File: config.mk
export PLATFORM = sky130hd
export DESIGN_NAME = rom_download_sequencer
export DESIGN_NICKNAME = d
export VERILOG_FILES = /design/src/rtl/rom_download_sequencer.sv
export SDC_FILE = /design/constraint.sdc
export NUM_CORES = 1
export LEC_CHECK = 0
export BUFFER_PORTS_ARGS = -buffer_cell sky130_fd_sc_hd__buf_2
export CORE_ASPECT_RATIO = 1.5
export CORE_MARGIN = 3
export CORE_UTILIZATION = 55
export DETAILED_ROUTE_END_ITERATION = 8
export PLACE_DENSITY = 0.81
export SETUP_SLACK_MARGIN = 0.4
export SLEW_MARGIN = 20
export SYNTH_ARGS = -nofsm -noshare
export SYNTH_HDL_FRONTEND = slang
export SYNTH_SLANG_ARGS = --single-unit
File: constraint.sdc
create_clock -name ROMCL -period 2.37 [get_ports ROMCL]
set_input_delay 0.3555 -clock ROMCL [delete_from_list [all_inputs] [get_ports ROMCL]]
set_output_delay 0.3555 -clock ROMCL [all_outputs]
set_load 0.01 [all_outputs]
File: src/rtl/rom_download_sequencer.sv
// rom_download_sequencer
// Streams a ROM image from a byte-wide valid/ready source into the DLROM
// write ports (ROMAD/ROMDT/ROMEN).  Each accepted byte produces one
// single-cycle ROMEN pulse, followed by GAP_CYCLES idle cycles.  The download
// ends after the byte at LAST_ADRS is written.  Bytes offered after
// completion are dropped and flagged on DL_ERR.
//
// Optional feature: define ROMDL_CHKSUM_EN to add the CHKSUM output, a
// modulo-256 sum of every byte written with ROMEN.
module rom_download_sequencer #(
  parameter logic [17:0] LAST_ADRS  = 18'h208FF,
  parameter int unsigned GAP_CYCLES = 1
) (
  input  logic        ROMCL,
  input  logic        RESET_N,
  input  logic        DL_START,
  input  logic        DL_VALID,
  input  logic [7:0]  DL_DATA,
  output logic        DL_READY,
  output logic [17:0] ROMAD,
  output logic [7:0]  ROMDT,
  output logic        ROMEN,
  output logic        DL_BUSY,
  output logic        DL_DONE,
  output logic        DL_ERR
`ifdef ROMDL_CHKSUM_EN
  ,
  output logic [7:0]  CHKSUM
`endif
);

  typedef enum logic [2:0] {
    IDLE   = 3'd0,
    ACCEPT = 3'd1,
    WRITE  = 3'd2,
    GAP    = 3'd3,
    DONE   = 3'd4
  } state_t;

  // Value loaded into the gap down-counter; it expires when it reaches zero,
  // so a load of GAP_CYCLES-1 yields exactly GAP_CYCLES idle cycles.
  localparam logic [3:0] GAP_LOAD = (GAP_CYCLES > 0) ? 4'(GAP_CYCLES - 1) : 4'd0;
  localparam bit         HAS_GAP  = (GAP_CYCLES > 0);

  state_t      state_reg;
  logic [17:0] addr_cnt_reg;
  logic [3:0]  gap_cnt_reg;

  // Download sequencer: state, address counter and all registered outputs.
  always_ff @(posedge ROMCL or negedge RESET_N) begin
    if (!RESET_N) begin
      state_reg    <= IDLE;
      addr_cnt_reg <= '0;
      gap_cnt_reg  <= '0;
      ROMAD        <= '0;
      ROMDT        <= '0;
      ROMEN        <= 1'b0;
      DL_READY     <= 1'b0;
      DL_BUSY      <= 1'b0;
      DL_DONE      <= 1'b0;
      DL_ERR       <= 1'b0;
`ifdef ROMDL_CHKSUM_EN
      CHKSUM       <= '0;
`endif
    end else begin
      // ROMEN is a one-cycle strobe; a pulse in flight always ends here,
      // even when a restart arrives on the same edge.
      ROMEN <= 1'b0;
      if (DL_START) begin
        // Restart wins over everything, including a coincident handshake
        // whose byte is therefore discarded.
        state_reg    <= ACCEPT;
        addr_cnt_reg <= '0;
        gap_cnt_reg  <= '0;
        DL_READY     <= 1'b1;
        DL_BUSY      <= 1'b1;
        DL_DONE      <= 1'b0;
        DL_ERR       <= 1'b0;
`ifdef ROMDL_CHKSUM_EN
        CHKSUM       <= '0;
`endif
      end else begin
        case (state_reg)
          IDLE: begin
            state_reg <= IDLE;
          end
          ACCEPT: begin
            if (DL_VALID) begin
              ROMAD     <= addr_cnt_reg;
              ROMDT     <= DL_DATA;
              ROMEN     <= 1'b1;
              DL_READY  <= 1'b0;
              state_reg <= WRITE;
`ifdef ROMDL_CHKSUM_EN
              CHKSUM    <= CHKSUM + DL_DATA;
`endif
            end
          end
          WRITE: begin
            // Saturate at the last address so the counter never wraps.
            if (addr_cnt_reg != LAST_ADRS) begin
              addr_cnt_reg <= addr_cnt_reg + 18'd1;
            end
            if (ROMAD == LAST_ADRS) begin
              state_reg <= DONE;
              DL_DONE   <= 1'b1;
              DL_BUSY   <= 1'b0;
            end else if (HAS_GAP) begin
              state_reg   <= GAP;
              gap_cnt_reg <= GAP_LOAD;
            end else begin
              state_reg <= ACCEPT;
              DL_READY  <= 1'b1;
            end
          end
          GAP: begin
            if (gap_cnt_reg == 4'd0) begin
              state_reg <= ACCEPT;
              DL_READY  <= 1'b1;
            end else begin
              gap_cnt_reg <= gap_cnt_reg - 4'd1;
            end
          end
          DONE: begin
            if (DL_VALID) begin
              DL_ERR <= 1'b1;
            end
          end
          default: begin
            state_reg <= IDLE;
            DL_READY  <= 1'b0;
            DL_BUSY   <= 1'b0;
          end
        endcase
      end
    end
  end

endmodule
# Word-level counts from Yosys, hierarchy flattened
# Cells that the tools add are included.
[op_classes]
n_addsub = 2
muxes = 28
bitwise_logic = 1
n_reduce_logical = 18
eq_ne = 14
[ops]
columns = ["operator", "n"]
rows = [
  ["$mux W18", 3],
  ["$add A18 B1 Y18 const B", 1],
  ["$eq A18 B18 Y1 const B", 1],
  ["$ne A18 B18 Y1 const B", 1],
  ["$ne A3 B3 Y1 const B", 5],
  ["$mux W1", 14],
  ["$mux W3", 4],
  ["$mux W4", 3],
  ["$pmux W3 S4", 1],
  ["$reduce_and A3 Y1", 4],
  ["$reduce_bool A2 Y1", 5],
  ["$pmux W4 S2", 1],
  ["$reduce_and A2 Y1", 4],
  ["$eq A3 B2 Y1 const B", 2],
  ["$logic_not A4 Y1", 1],
  ["$ne A2 B1 Y1 const B", 2],
  ["$reduce_or A4 Y1", 1],
  ["$sub A4 B1 Y4 const B", 1],
  ["$eq A3 B1 Y1 const B", 1],
  ["$eq A3 B3 Y1 const B", 1],
  ["$logic_not A3 Y1", 1],
  ["$pmux W1 S3", 1],
  ["$reduce_bool A3 Y1", 1],
  ["$reduce_or A3 Y1", 1],
  ["other kinds (3)", 3],
]
[word_totals]
word_cells = 73
inputBits = 12
out_inout_bits = 31
reg_bits = 56

# Depth between registers and ports, before layout
[depth]
depth_word = 4
depth_mapped = 7

# Worst setup path before layout
# No wires, ideal clock.
[synth_path]
path_type = "reg2reg"
start = "register state_reg[0]"
end = "register addr_cnt_reg[9]"
stages_incl_launch_ff = 7
t_required_ns = 2.238
synth_period_minus_slack_ns = 1.740
setup_ns = 0.132
slack_ns = 0.630
arrival_ns = 1.608
cell_sequence = "dfrtp_1 -> buf_4 -> nor3b_4 -> inv_2 -> or4_4 -> xor2_1 -> nor2_1"
[synth_between]
elab_chain_len = 3
[synth_lines]
columns = ["element", "line_no", "source"]
rows = [
  ["start, declared", "45", "state_t state_reg;"],
  ["start signal, assigned", "52", "state_reg <= IDLE;"],
  ["start signal, assigned", "72", "state_reg <= ACCEPT;"],
  ["start signal, assigned", "85", "state_reg <= IDLE;"],
  ["$eq A3 B2 Y1", "83", "case (state_reg)"],
  ["$reduce_bool A2 Y1 (no line)", "--", ""],
  ["$reduce_and A2 Y1 (no line)", "--", ""],
  ["end signal, assigned", "102", "addr_cnt_reg <= addr_cnt_reg + 18'd1;"],
  ["end, declared", "46", "logic [17:0] addr_cnt_reg;"],
]
# No other way between the ends.
# A chain may end at the register's enable or synchronous reset.

# Worst setup path after layout
[layout_path]
start = "register addr_cnt_reg[13]"
end = "register addr_cnt_reg[5]"
[layout_between]
elab_chain_len = 3
[layout_lines]
columns = ["element", "line_no", "source"]
rows = [
  ["$ne A18 B18 Y1", "101", "if (addr_cnt_reg != LAST_ADRS) begin"],
  ["$reduce_bool A2 Y1 (no line)", "--", ""],
  ["$reduce_and A2 Y1 (no line)", "--", ""],
]
# No other way between the ends.

==> out/results.md <==
* Critical Path Max Stage Delay: 460 ps
* clock sink count: 56
* number of placed I/O pins: 43
* post-synthesis cell type with the largest combined area: dfrtp_1
* class of the most critical setup path: reg -> reg
* sequential group share of total power: 55.0%
* buffers from clock root to sink, at most: 2
* top_reg_cell synth: dfrtp_1
* weighted congestion at the end of routability-driven global placement: 0.856
* share of final-layout standard cells stronger than drive strength 1: 31.5%
* beginning of the worst register-to-register path: addr_cnt_reg[13]$_DFFE_PN0P_
* critical-path cell with the highest stage delay: dfrtp_1
* flops & latches, synth: 56
* post-placement cell count: 333
* Yosys warning total: 0
* average via count per standard cell: 5.62
* switch share: 24.5%
* Clock Power Share: 30.5%
* Post-Layout Cell Count: 340
* clock transition at the registers of the reported paths: 90 ps
* kind of cell with the highest combined delay on the critical path: simple AND/OR/NAND/NOR gates
* crit path capture type: register
* row count: 30
* crit-path cells: nor4b_1 -> nand4_1 -> o21ai_4 -> nor2_1 -> mux2_1
* minimum clock period after layout: 1880 ps
* f_max: 0.531 GHz
* count of mapped cells out of synthesis: 230
* class of the tightest hold or removal check: in -> async
* leakage dissipation: 1.42 nW
* number of buffers inserted by port buffering: 42
* Yosys cell types: 49
* synth-to-layout area growth: 16.0%
* run status: finished, final reports clean
* async set or reset register ratio after synthesis: 100%
* number of nets in the layout: 291
* Detailed Place HPWL: 3.84 mm
* setup skew after layout: 11.3 ps
* per-instance average area after synthesis: 11.3 sq um
* synthesized netlist net count: 244
* number of antenna violations at the first check in global routing: 0
* Total Neg Setup Slack: 0 ps
* wire length of the first global-routing pass: 8.91 mm
* Net Switching: 0.473 mW
* Tcrit/Tclk final: 79.5%
* Setup crit start kind: register
* share of the synthesized area in the top cell type: 53.7%
* die boundary width: 62.2 um
* Internal Power: 1.45 mW
* initial core utilization: 57.5%
* vias in the first global route: 1950
* biggest area contributors in the synthesized netlist: dfrtp_1 54%, mux2_2 11%, nor2_1 2.7%, nand2_1 2.0%, xnor2_1 2.0%
* layout filler cell count: 368
* combinational power share: 14.5%
* first-pass iteration count of the detailed router: 4
* Max-cap violations: 0
* vertical extent of the die: 90.4 um
* Total Wirelength: 5.23 mm
* hold-fix buffer count after cts: 0
* Arrival @ worst endpoint: 2080 ps
* final count of negative-setup-slack endpoints: 0
* detail-routed net length per standard cell: 15.4 um
* areal power density over the cells: 637 nW/um^2
* endpoint of the worst register-to-register path: addr_cnt_reg[5]$_DFFE_PN0P_
* Slew Viols, Final: 0
* number of antenna cells inserted: 0
* count of flip-flops with a built-in enable after synthesis: 0
* Total Routing Usage GR: 20.0%
* CTS H-tree lvls: 2
* post-synthesis sequential area ratio: 53.7%
* endpoints failing hold: 0
* core area: 4540 sq um
* root buffer cell: clkbuf_8
* CTS tree: built
* relative slew slack: 54.3%
* die footprint: 5630 sq um
* area of the mapped netlist: 2610 sq um
* Skew-Pair Late Insertion Delay: 310 ps
* Max IR drop VDD: 0.420 mV
* number of vias in the routed layout: 1910
* register area: 1400 sq um
* 1st-iter DRT viols: 145
* transition at the pin with the smallest max-transition slack: 686 ps
* multi-input combinational cell area: 1150 sq um
* DRC viols: 0
* TritonCTS buffer count: 5
* global-route congestion overflow total: 0
* count of buffering cells on the critical path with inverters included: 0
* setup repair after global routing missed its margin: yes
* critical path data required time: 2560 ps
* crit path max fanout: 8
* pin count of the biggest net entering global routing: 57
* r2r setup slk: 490 ps
* remaining antenna violation count: 0
* count of cells along the worst register-to-register path: 5
==> worst max-delay path by stage <==
stage | cells past startpoint | to | startpoint
3_3_place_gp | 5 | state_reg[0]$_DFFE_PN0P_ | ROMAD[13]$_DFFE_PN0P_
6_report | 5 | addr_cnt_reg[5]$_DFFE_PN0P_ | addr_cnt_reg[13]$_DFFE_PN0P_
5_1_grt | 6 | addr_cnt_reg[5]$_DFFE_PN0P_ | addr_cnt_reg[0]$_DFFE_PN0P_
2_1_floorplan | 6 | addr_cnt_reg[9]$_DFFE_PN0P_ | state_reg[0]$_DFFE_PN0P_
4_1_cts | 5 | addr_cnt_reg[9]$_DFFE_PN0P_ | state_reg[1]$_DFFE_PN0P_
3_5_place_dp | 5 | gap_cnt_reg[3]$_DFFE_PN0P_ | ROMAD[13]$_DFFE_PN0P_
==> cell type report <==
class | count | area share, %
inverters | 9 | 1.12
multi-input cells | 158 | 38.1
clock buffers | 5 | 2.27
repair buffers | 47 | 8.60
well taps | 64 | 2.64
clock inverters | 1 | 0.992
flip-flops and latches | 56 | 46.3
==> power groups by stage <==
stage / Sequential [mW] / Combinational [mW] / Clock, mW
final: 1.06 / 0.280 / 0.589
after global routing: 1.07 / 0.303 / 0.650
after detailed placement: 1.08 / 0.275 / 0
after CTS: 1.06 / 0.276 / 0.600
after global placement: 1.07 / 0.271 / 0
after floorplan: 1.09 / 0.154 / 0
==> through the flow <==
stage / hold slack [ps] / worst slack, ps / area [sq um] / total power, mW / utilization (%)
detailed placement: 468 / 405 / 2890 / 1.35 / 63.6
CTS: 191 / 455 / 3000 / 1.94 / 66.0
global placement: 462 / 483 / 2890 / 1.34 / 63.6
finish: 164 / 486 / 3030 / 1.93 / 66.7
global route: 220 / 383 / 3030 / 2.02 / 66.7
floorplan: 59.9 / 630 / 2610 / 1.25 / -
==> cells in the final DEF, fill, tap and decap left out, types with 4 or more instances in the layout <==
cell type and count:
nand4_1 4, and3_1 4, mux2_2 26, or3_1 5
clkbuf_8 5, nor2_1 19, xor2_1 4, nor3_1 7
o22ai_1 4, xnor2_1 6, a21oi_1 10, dfrtp_1 56
buf_4 4, inv_1 8, nand2_1 13, nand3_1 5
buf_2 42, o211ai_1 4, o21ai_0 10
==> metal layers <==
metal  global-route usage (%)  vias to the layer above  wire [um]
met5                        0                        -          0
li1                         -                      920          -
met4                     8.67                        0        129
met1                     23.0                      936       2100
met2                     35.9                       42       2820
met3                     3.61                       12        183
==> synth_stat cells, types with 2 or more instances <==
| master | number |
|---|---|
| a21oi_1 | 10 |
| and2b_1 | 2 |
| and3_1 | 4 |
| buf_2 | 2 |
| clkbuf_1 | 3 |
| dfrtp_1 | 56 |
| ha_1 | 2 |
| inv_1 | 8 |
| mux2_2 | 26 |
| mux2i_1 | 2 |
| nand2_1 | 14 |
| nand2b_1 | 2 |
| nand3_1 | 5 |
| nand4_1 | 4 |
| nor2_1 | 19 |
| nor2b_1 | 2 |
| nor3_1 | 7 |
| nor4_2 | 2 |
| nor4b_1 | 2 |
| o211ai_1 | 4 |
| o21ai_0 | 10 |
| o21ai_1 | 2 |
| o22ai_1 | 4 |
| or3_1 | 5 |
| xnor2_1 | 6 |
| xor2_1 | 4 |
==> cell families (layout without fill, tap and decap cells) <==
logic type               after synthesis  after routing  share of synthesized area, %
AO/OA/AOI/OAI                         38             38                          9.44
XOR/XNOR                              10             10                          3.36
adder cells (fa/ha/maj)                2              2                         0.959
buffers and inverters                 16             62                          2.83
flip-flops                            56             56                          53.7
multiplexers                          29             29                          12.4
AND/OR/NAND/NOR                       79             79                          17.3
==> repair_timing <==
item / in CTS / in global routing
endpoints found under the setup margin: 3 / 12
pin swaps: 0 / 0
resized for setup: 1 / 2
buffers inserted: 0 / 1
(Power assumes the default switching activity.)
